==> config.mk <==
export PLATFORM = sky130hd
export DESIGN_NAME = lcd_text_buffer_flat
export DESIGN_NICKNAME = d
export VERILOG_FILES = /design/src/rtl/lcd_pkg.sv /design/src/rtl/lcd_text_buffer_if.sv /design/src/rtl/lcd_char_ram.sv /design/src/rtl/lcd_text_buffer.sv /design/src/flat_wrapper.sv
export SDC_FILE = /design/constraint.sdc
export NUM_CORES = 1
export LEC_CHECK = 0
export ABC_AREA = 0
export CAP_MARGIN = 30
export CORE_MARGIN = 1.5
export CORE_UTILIZATION = 55
export CTS_CLUSTER_SIZE = 8
export DETAILED_ROUTE_END_ITERATION = 8
export PLACE_DENSITY = 0.75
export SLEW_MARGIN = 20
export SYNTH_ARGS = -nofsm -noshare
export SYNTH_HDL_FRONTEND = slang
export SYNTH_SLANG_ARGS = --single-unit
==> constraint.sdc <==
create_clock -name clk -period 3.13 [get_ports clk]
set_clock_uncertainty 0.2 [all_clocks]
set_input_delay 0.4695 -clock clk [delete_from_list [all_inputs] [get_ports clk]]
set_output_delay 0.4695 -clock clk [all_outputs]
set_load 0.005 [all_outputs]
==> src/rtl/lcd_pkg.sv <==
// -----------------------------------------------------------------------------
// lcd_pkg
// Values shared between the text frame buffer and the LCD driver:
//   - command opcodes carried on cmd_op
//   - the blank character used to fill the frame
//   - DDRAM line base addresses the driver prefixes to each line
// -----------------------------------------------------------------------------
package lcd_pkg;

    localparam logic [1:0] OP_PUT   = 2'b00;
    localparam logic [1:0] OP_SET   = 2'b01;
    localparam logic [1:0] OP_CLEAR = 2'b10;
    localparam logic [1:0] OP_HOME  = 2'b11;

    localparam logic [7:0] CHAR_SPACE = 8'h20;

    localparam logic [7:0] DDRAM_LINE1 = 8'h80;
    localparam logic [7:0] DDRAM_LINE2 = 8'hC0;

endpackage

==> src/rtl/lcd_text_buffer_if.sv <==
// -----------------------------------------------------------------------------
// lcd_text_buffer_if
// Cursor-based command port of the text frame buffer.
//   cmd_valid : command offered by the writer
//   cmd_ready : buffer accepts when cmd_valid & cmd_ready
//   cmd_op    : PUT / SET / CLEAR / HOME (see lcd_pkg)
//   cmd_data  : character code (PUT) or cursor position (SET)
// master = game/control logic, slave = lcd_text_buffer.
// -----------------------------------------------------------------------------
interface lcd_text_buffer_if;

    logic       cmd_valid;
    logic       cmd_ready;
    logic [1:0] cmd_op;
    logic [7:0] cmd_data;

    modport master (
        output cmd_valid,
        output cmd_op,
        output cmd_data,
        input  cmd_ready
    );

    modport slave (
        input  cmd_valid,
        input  cmd_op,
        input  cmd_data,
        output cmd_ready
    );

endinterface

==> src/rtl/lcd_char_ram.sv <==
// -----------------------------------------------------------------------------
// lcd_char_ram
// DEPTH x 8 character store, one write port and one registered read port.
// A read and write to the same address in one cycle returns the old value.
// Ports:
//   clk, resetn : clock, asynchronous active-high reset (read register only)
//   we, waddr, wdata : write port
//   raddr, rdata     : read port, rdata valid one cycle after raddr
// -----------------------------------------------------------------------------
module lcd_char_ram #(
    parameter int DEPTH  = 32,
    parameter int ADDR_W = 5
) (
    input  logic              clk,
    input  logic              resetn,
    input  logic              we,
    input  logic [ADDR_W-1:0] waddr,
    input  logic [7:0]        wdata,
    input  logic [ADDR_W-1:0] raddr,
    output logic [7:0]        rdata
);

    // Array is left unreset so it maps onto plain RAM; contents are
    // initialised by the owner's clearing pass.
    logic [7:0] mem_r [DEPTH];
    logic [7:0] rdata_r;

    // Write port
    always_ff @(posedge clk) begin
        if (we) begin
            mem_r[waddr] <= wdata;
        end
    end

    // Registered read port; sampling before the write lands gives read-before-write
    always_ff @(posedge clk or posedge resetn) begin
        if (resetn) begin
            rdata_r <= 8'h00;
        end else begin
            rdata_r <= mem_r[raddr];
        end
    end

    assign rdata = rdata_r;

endmodule

==> src/rtl/lcd_text_buffer.sv <==
// -----------------------------------------------------------------------------
// lcd_text_buffer
// ROWS x COLS character frame buffer sitting upstream of the text LCD driver.
// Ports:
//   clk, resetn  : clock, asynchronous active-high reset
//   cmd          : command port (slave side of lcd_text_buffer_if)
//   cursor       : current write position, row = MSB, col = low bits
//   rd_addr      : driver read address
//   rd_data      : character at rd_addr, one cycle later
//   frame_dirty  : frame changed since the last frame_ack
//   frame_req    : redraw request, suppressed while the frame is being cleared
//   frame_ack    : single-cycle pulse from the driver when a redraw starts
// After reset the buffer fills itself with CLR_CHAR (32 cycles) before
// accepting commands; that initial fill does not raise frame_dirty.
// -----------------------------------------------------------------------------
module lcd_text_buffer
    import lcd_pkg::*;
#(
    parameter int         COLS     = 16,
    parameter int         ROWS     = 2,
    parameter logic [7:0] CLR_CHAR = CHAR_SPACE,
    localparam int        ADDR_W   = $clog2(COLS * ROWS)
) (
    input  logic                clk,
    input  logic                resetn,
    lcd_text_buffer_if.slave    cmd,
    output logic [ADDR_W-1:0]   cursor,
    input  logic [ADDR_W-1:0]   rd_addr,
    output logic [7:0]          rd_data,
    output logic                frame_dirty,
    output logic                frame_req,
    input  logic                frame_ack
);

    localparam logic [0:0] ST_IDLE     = 1'b0;
    localparam logic [0:0] ST_CLEARING = 1'b1;

    localparam logic [ADDR_W-1:0] CLR_LAST = ADDR_W'(COLS * ROWS - 1);

    logic [0:0]        state_r,  state_s;
    logic [ADDR_W-1:0] cursor_r, cursor_s;
    logic [ADDR_W-1:0] clr_ptr_r, clr_ptr_s;
    logic              dirty_r,  dirty_s;
    logic              req_r,    req_s;
    logic              ready_r,  ready_s;
    logic              boot_r,   boot_s;    // high until the post-reset fill completes

    logic              clearing_s;
    logic              accept_s;
    logic              put_s;
    logic              clr_last_s;
    logic              ram_we_s;
    logic [ADDR_W-1:0] ram_waddr_s;
    logic [7:0]        ram_wdata_s;

    // Next-state, cursor, dirty and RAM write control
    always_comb begin
        state_s    = state_r;
        cursor_s   = cursor_r;
        clr_ptr_s  = clr_ptr_r;
        boot_s     = boot_r;
        put_s      = 1'b0;
        clr_last_s = 1'b0;
        clearing_s = (state_r == ST_CLEARING);
        accept_s   = cmd.cmd_valid & (state_r == ST_IDLE);

        case (state_r)
            ST_IDLE: begin
                if (accept_s) begin
                    case (cmd.cmd_op)
                        OP_PUT: begin
                            // Power-of-two depth: natural overflow gives
                            // row0 col15 -> row1 col0 -> ... -> row0 col0
                            cursor_s = cursor_r + ADDR_W'(1);
                            put_s    = 1'b1;
                        end
                        OP_SET: begin
                            cursor_s = cmd.cmd_data[ADDR_W-1:0];
                        end
                        OP_CLEAR: begin
                            state_s   = ST_CLEARING;
                            clr_ptr_s = '0;
                        end
                        OP_HOME: begin
                            cursor_s = '0;
                        end
                        default: begin
                            cursor_s = cursor_r;
                        end
                    endcase
                end else begin
                    state_s = ST_IDLE;
                end
            end
            ST_CLEARING: begin
                clr_ptr_s = clr_ptr_r + ADDR_W'(1);
                if (clr_ptr_r == CLR_LAST) begin
                    clr_last_s = 1'b1;
                    state_s    = ST_IDLE;
                    cursor_s   = '0;
                    boot_s     = 1'b0;
                end else begin
                    state_s = ST_CLEARING;
                end
            end
            default: begin
                state_s   = ST_CLEARING;
                clr_ptr_s = '0;
            end
        endcase

        // A change to the frame outranks a simultaneous acknowledge
        if (put_s || (clr_last_s && !boot_r)) begin
            dirty_s = 1'b1;
        end else if (frame_ack) begin
            dirty_s = 1'b0;
        end else begin
            dirty_s = dirty_r;
        end

        ready_s = (state_s == ST_IDLE);
        req_s   = dirty_s & (state_s != ST_CLEARING);

        ram_we_s = put_s | clearing_s;
        if (clearing_s) begin
            ram_waddr_s = clr_ptr_r;
            ram_wdata_s = CLR_CHAR;
        end else begin
            ram_waddr_s = cursor_r;
            ram_wdata_s = cmd.cmd_data;
        end
    end

    // Control and output registers
    always_ff @(posedge clk or posedge resetn) begin
        if (resetn) begin
            state_r   <= ST_CLEARING;
            cursor_r  <= '0;
            clr_ptr_r <= '0;
            dirty_r   <= 1'b0;
            req_r     <= 1'b0;
            ready_r   <= 1'b0;
            boot_r    <= 1'b1;
        end else begin
            state_r   <= state_s;
            cursor_r  <= cursor_s;
            clr_ptr_r <= clr_ptr_s;
            dirty_r   <= dirty_s;
            req_r     <= req_s;
            ready_r   <= ready_s;
            boot_r    <= boot_s;
        end
    end

    lcd_char_ram #(
        .DEPTH  (COLS * ROWS),
        .ADDR_W (ADDR_W)
    ) u_ram (
        .clk    (clk),
        .resetn (resetn),
        .we     (ram_we_s),
        .waddr  (ram_waddr_s),
        .wdata  (ram_wdata_s),
        .raddr  (rd_addr),
        .rdata  (rd_data)
    );

    assign cmd.cmd_ready = ready_r;
    assign cursor        = cursor_r;
    assign frame_dirty   = dirty_r;
    assign frame_req     = req_r;

endmodule

==> src/flat_wrapper.sv <==
// flat-port wrapper written by rule: the top's interface ports become plain ports
module lcd_text_buffer_flat import lcd_pkg::*;
#(
    parameter int         COLS     = 16,
    parameter int         ROWS     = 2,
    parameter logic [7:0] CLR_CHAR = CHAR_SPACE,
    localparam int        ADDR_W   = $clog2(COLS * ROWS)
)
  (clk, resetn, cursor, rd_addr, rd_data, frame_dirty, frame_req, frame_ack, cmd_cmd_valid, cmd_cmd_op, cmd_cmd_data, cmd_cmd_ready);
  lcd_text_buffer_if cmd_i ();
  input  logic clk;
  input  logic resetn;
  output logic [ADDR_W-1:0] cursor;
  input  logic [ADDR_W-1:0] rd_addr;
  output logic [7:0] rd_data;
  output logic frame_dirty;
  output logic frame_req;
  input  logic frame_ack;
  input wire logic [$bits(cmd_i.cmd_valid)-1:0] cmd_cmd_valid;
  input wire logic [$bits(cmd_i.cmd_op)-1:0] cmd_cmd_op;
  input wire logic [$bits(cmd_i.cmd_data)-1:0] cmd_cmd_data;
  output wire logic [$bits(cmd_i.cmd_ready)-1:0] cmd_cmd_ready;
  assign cmd_i.cmd_valid = cmd_cmd_valid;
  assign cmd_i.cmd_op = cmd_cmd_op;
  assign cmd_i.cmd_data = cmd_cmd_data;
  assign cmd_cmd_ready = cmd_i.cmd_ready;
  lcd_text_buffer #(.COLS(COLS), .ROWS(ROWS), .CLR_CHAR(CLR_CHAR)) u_core (.clk(clk), .resetn(resetn), .cmd(cmd_i), .cursor(cursor), .rd_addr(rd_addr), .rd_data(rd_data), .frame_dirty(frame_dirty), .frame_req(frame_req), .frame_ack(frame_ack));
endmodule
# [After elaboration in Yosys (flattened, before gate mapping)]
# Memories as Yosys holds them, arrays and structs flattened. A register that Yosys moved wholly into a read port is not among the register bits.
# Cells that the tools add are included.
[classes] addsub=2 eq_ne=8 mux=22 n_bitwise=5 n_reduce_logical=7
[ops] operator="2-to-1 mux 5 bit" n=5
[ops] operator="one-hot mux 5 bit (2 select lines)" n=2
[ops] operator="one-hot mux 5 bit (3 select lines)" n=1
[ops] operator="2-to-1 mux 1 bit" n=12
[ops] operator="adder 5 x 1 -> 5 bit (second input constant)" n=2
[ops] operator="2-to-1 mux 8 bit" n=1
[ops] operator="equality test 5 bit (second input constant)" n=1
[ops] operator="equality test 2 bit (second input constant)" n=2
[ops] operator="!= test 2 bit (second input constant)" n=2
[ops] operator="!= test 4 bit (second input constant)" n=1
[ops] operator="AND reduction 2 bit" n=2
[ops] operator="AND reduction 3 bit" n=1
[ops] operator="AND 1 bit" n=2
[ops] operator="equality test 2 x 1 -> 1 bit (second input constant)" n=1
[ops] operator="logical NOT 2 bit" n=1
[ops] operator="!= test 2 x 1 -> 1 bit (second input constant)" n=1
[ops] operator="inverter 1 bit" n=2
[ops] operator="one-hot mux 1 bit (2 select lines)" n=1
[ops] operator="logical AND 1 bit" n=1
[ops] operator="logical NOT 1 bit" n=1
[ops] operator="logical OR 1 bit" n=1
[ops] operator="OR 1 bit" n=1
[totals] reg_bits=15 ramBits=256 output_inout_bits=16 elab_cells=52 mem_count=1
[mem_list] memory="u_core.u_ram.mem_r" depth=32 word_bits=8 rd=1 rd_ports_with_merged_regs=1 wr=1 line="lcd_char_ram.sv:25" source="logic [7:0] mem_r [DEPTH];"

# [Depth between registers and ports, before layout]
[logic_depth] word_depth=7 depth_mapped=7 ltp_nobuf=7

# [Hierarchy]
# Synthesis repeated with hierarchy kept, for this count alone.
[unflattened] hier_cells=503 area_unflattened_um2=10950.5
[by_module_without_submodules] module="lcd_char_ram" n_inst=1 cells_per_inst=418 area_each_um2=10097.2
[by_module_without_submodules] module="lcd_text_buffer" n_inst=1 cells_per_inst=85 area_each_um2=853.3

# [Worst setup path after synthesis]
# No wires, ideal clock.
[synth_timing] kind="flip-flop to flip-flop" start="reg u_core.state_r, in the netlist u_core.clearing_s" end="mem u_core.u_ram.mem_r[19][0] (enable)" setup_ns=0.371 arrival_time_ns=1.953 required_ns=2.559 setup_slack_ns=0.607 path_stages_with_launch=6 path_cell_list="dfstp_2 > clkbuf_1 > buf_1 > mux2i_1 > nand2_1 > nor2_1"
[synth_via] elab_chain_len=7 elab_cells_between_ends=8 classes_between="mux: 5; bitwise: 3"
[synth_rtl] item="start, declared" line="lcd_text_buffer.sv:40" source="logic [0:0] state_r, state_s;"
[synth_rtl] item="start signal, assigned" line="lcd_text_buffer.sv:145" source="state_r <= state_s;"
[synth_rtl] item="inverter 1 bit" line="lcd_text_buffer.sv:65" source="accept_s = cmd.cmd_valid & (state_r == ST_IDLE);"
[synth_rtl] item="AND 1 bit" line="lcd_text_buffer.sv:65"
[synth_rtl] item="2-to-1 mux 1 bit" line="lcd_text_buffer.sv:69" source="if (accept_s) begin"
[synth_rtl] item="2-to-1 mux 1 bit" line="lcd_text_buffer.sv:67" source="case (state_r)"
[synth_rtl] item="OR 1 bit" line="lcd_text_buffer.sv:124" source="ram_we_s = put_s | clearing_s;"
[synth_rtl] item="2-to-1 mux 1 bit" line="lcd_char_ram.sv:30" source="if (we) begin"
[synth_rtl] item="2-to-1 mux 1 bit (not written as such)" line="lcd_char_ram.sv:31" source="mem_r[waddr] <= wdata;"
[synth_rtl] item="end, declared" line="lcd_char_ram.sv:25"
# Several ways; a longest one is shown, not always the timed one.

# [Worst setup path in the final report]
[layout_timing] start="reg u_core.state_r, in the netlist u_core.clearing_s" end="mem u_core.u_ram.mem_r[7][4] (enable)"
# Same word-level chain as after synthesis.

==> impl_metrics.yaml <==
cells_and_area:
  area_delta_synth_final_pct: 20.25
  drive_gt1_frac: 0.3049
  final_area_mm2: 0.01318
  antenna_cells: 0
  fin_util: 0.6747
  nets: 646
clock_tree:
  cts_resized: 0
  cts_made_buffers: 40
  clockBufferDepth: 3
  clockRootBuffer: "clkbuf_16"
  clock_latency_ns: 0.52
  path_clk_slew_ns: 0.05
  post_cts_buffers: 0
  htreeDepth: 2
  cts.sinks: 279
  holdBufCountCts: 0
  cts_tree: "yes"
timing:
  maxSlewHeadroom: 0.5165
  period_minus_slack_ns: 2.750
  tightest_slew_ns: 0.7253
  max_freq_ghz: 0.3636
  finalHoldViolations: 4
  rsz0062_at_grt: "false"
  finalSetupViolations: 0
  min_period_over_period: 0.8787
  fin_ws_ns: 0.3797
  fin_setup_tns_ns: 0
  finalHoldWorstSlack_ns: -0.007524
  final-max-slew-violation-count: 0
place:
  hpwl_mm: 14.28
  place_area_mm2: 0.01199
  pre_cts_slack_ns: 0.1537
  portBuffers: 34
  routabilityCongestion: 0.8765
global_routing:
  grt_overflow_total: 0
  grt.busiest_layer: "met2"
  grtUsageMet1: 0.3600
  grt_pass1_vias: 5789
  grt_usage: 0.2522
  grt_start_max_net_pins: 33
  grt_pass1_wl_mm: 36.38
  grt_use_met3: 0.05430
  met2_usage: 0.3971
  antenna_found_initial: 1
routing:
  avgRoutedWirePerCell_um: 26.78
  ant_nets: 0
  routed_wl_mm: 24.66
  drc: 0
  drtIter0Drc: 790
  firstDrtPassIters: 5
  vias: 5669
  vias_per_cell: 6.155
setup_path:
  start_kind: "flip-flop"
  worstSetupPathType: "flip-flop to flip-flop"
  arrival_ns: 2.82
  end_kind: "flip-flop"
  cp_max_fo: 30
  crit_required_ns: 3.20
logic_synthesis:
  synth_edf_count: 256
  yosysTopAreaCellShare: 0.7016
  syn_nets: 536
  syn_area_mm2: 0.01096
  synth-seq-area-share: 0.7544
  yosysWarnings: 0
  synth_area_leaders: "edfxtp_1 70%, mux4_2 16%, dfrtp_1 4.8%"
  synth_ff_type: "edfxtp_1"
  async_reset_ff_frac: 0.08244
  netlist_instances: 514
  netlist-cell-type-count: 37
  syn_avg_cell_area_um2: 21.32
  ys_ff_latch: 279
  yosysTopAreaCell: "edfxtp_1"
run_status:
  status: "finished, violations left"
  failed_checks: "hold timing"
floorplanning:
  dieArea_mm2: 0.02078
  start_util: 0.5611
  ioPinCount: 35
  die_w_um: 144.1
  rows: 51
  die_y_um: 144.1
  coreArea_mm2: 0.01953
power:
  vdd_ir_drop_max_uv: 449.1
  p_leak_nw: 4.449
  power.internal_mw: 7.989
  power.switching_mw: 2.868
  powerDensity_mw_per_mm2: 824.1
  switching_share: 0.2642
  p_clk_frac: 0.362
  seq_power_share: 0.470
  p_comb_frac: 0.167
flow_run:
  cap_violations: 0
hold_path:
  hold_class: "input port to asynchronous set/reset pin"
[through the flow]
stage	instances	hold WS, ns	total power [mW]
floorplan	514	0.2699	6.032
global placement	844	0.2858	6.830
detailed placement	845	0.2985	6.914
CTS	919	0.2871	10.87
global route	921	0.01836	11.20
finish	921	-0.007524	10.86
[Yosys cell counts (all sizes together) (6+ instances only)]
master / instances
buf: 16
nor2: 39
dfrtp: 21
edfxtp: 256
nand2: 18
inv: 8
mux2: 9
clkbuf: 6
mux4: 80
nor2b: 9
o21ai: 7
[state kept, by name, indices dropped and copies added, names as in the netlist]
| signal | count |
|---|---|
| u_core.clearing_s | 1 |
| u_core.u_ram.rdata | 8 |
| u_core.cmd.cmd_ready | 1 |
| u_core.cursor | 5 |
| u_core.u_ram.mem_r | 256 |
| u_core.frame_req | 1 |
| u_core.boot_r | 1 |
| u_core.clr_ptr_r | 5 |
| u_core.frame_dirty | 1 |
[layout make-up]
cell class              count  area [um^2]
clock buffers              72         1142
clock inverters             2        17.52
fillers                  1212         6351
inverters                   8        30.03
multi-input cells         205         2565
flip-flops and latches    279         8265
well taps                 265        331.6
repair buffers             90        823.3
[worst paths after layout]
path | slack (ns) | end | startpoint | depth (start not counted)
max in group asynchronous | 2.30 | u_core.clr_ptr_r[0]$_DFFE_PP0P_ | resetn | 3
min in group clk | 0.31 | u_core.boot_r$_DFFE_PP1P_ | u_core.boot_r$_DFFE_PP1P_ | 1
worst min-delay path | -0.008 | u_core.frame_req$_DFF_PP0_ | resetn | 2
worst max-delay path | 0.38 | u_core.u_ram.mem_r[7][4]$_DFFE_PP_ | u_core.clearing_s$_DFF_PP1_ | 6
worst min register to register | 0.31 | u_core.boot_r$_DFFE_PP1P_ | u_core.boot_r$_DFFE_PP1P_ | 1
worst max register to register | 0.38 | u_core.u_ram.mem_r[7][4]$_DFFE_PP_ | u_core.clearing_s$_DFF_PP1_ | 6
[kinds of logic (layout without fill, tap and decap cells)]
logic type | after synthesis | after routing | synth area share
AOI/OAI and AO/OA | 27 | 27 | 0.01736
xor gates and xnor gates | 3 | 3 | 0.002399
adders and majority gates | 3 | 3 | 0.003426
buffers and inverters | 30 | 172 | 0.01313
DFF | 279 | 279 | 0.7544
muxes | 92 | 92 | 0.1764
and+or+nand+nor | 80 | 80 | 0.03289
[cell usage in the layout, fill, tap and decap left out, drive strengths merged, types with 10 or more instances in the layout]
| cell type | instances |
|---|---|
| nor2 | 39 |
| nand2 | 18 |
| dfrtp | 21 |
| clkdlybuf4s50 | 32 |
| buf | 58 |
| clkbuf | 72 |
| mux4 | 80 |
| inv | 10 |
| edfxtp | 256 |
[metal layers]
metal / wire length [um] / vias up / share of wire
li1: - / 2352 / -
met1: 9934 / 2914 / 0.40
met2: 12050 / 361 / 0.49
met3: 2113 / 42 / 0.086
met4: 560 / 0 / 0.023
met5: 0 / - / 0
[worst max-delay path, cell delays in order, from the launching register on]
cell and delay [ns]:
dfstp_2 0.91, nor4b_1 0.15, buf_4 0.18, a31oi_1 0.55
buf_4 0.27, nor2_1 0.06, buf_4 0.18
[power by group through the flow]
stage / Clock (mW) / Combinational, mW / Sequential [mW]
2_1_floorplan: 0 / 1.01 / 5.03
3_3_place_gp: 0 / 1.71 / 5.12
3_5_place_dp: 0 / 1.77 / 5.14
4_1_cts: 3.98 / 1.80 / 5.10
5_1_grt: 4.12 / 1.94 / 5.14
6_report: 3.93 / 1.81 / 5.11
(Power assumes the default switching activity.)
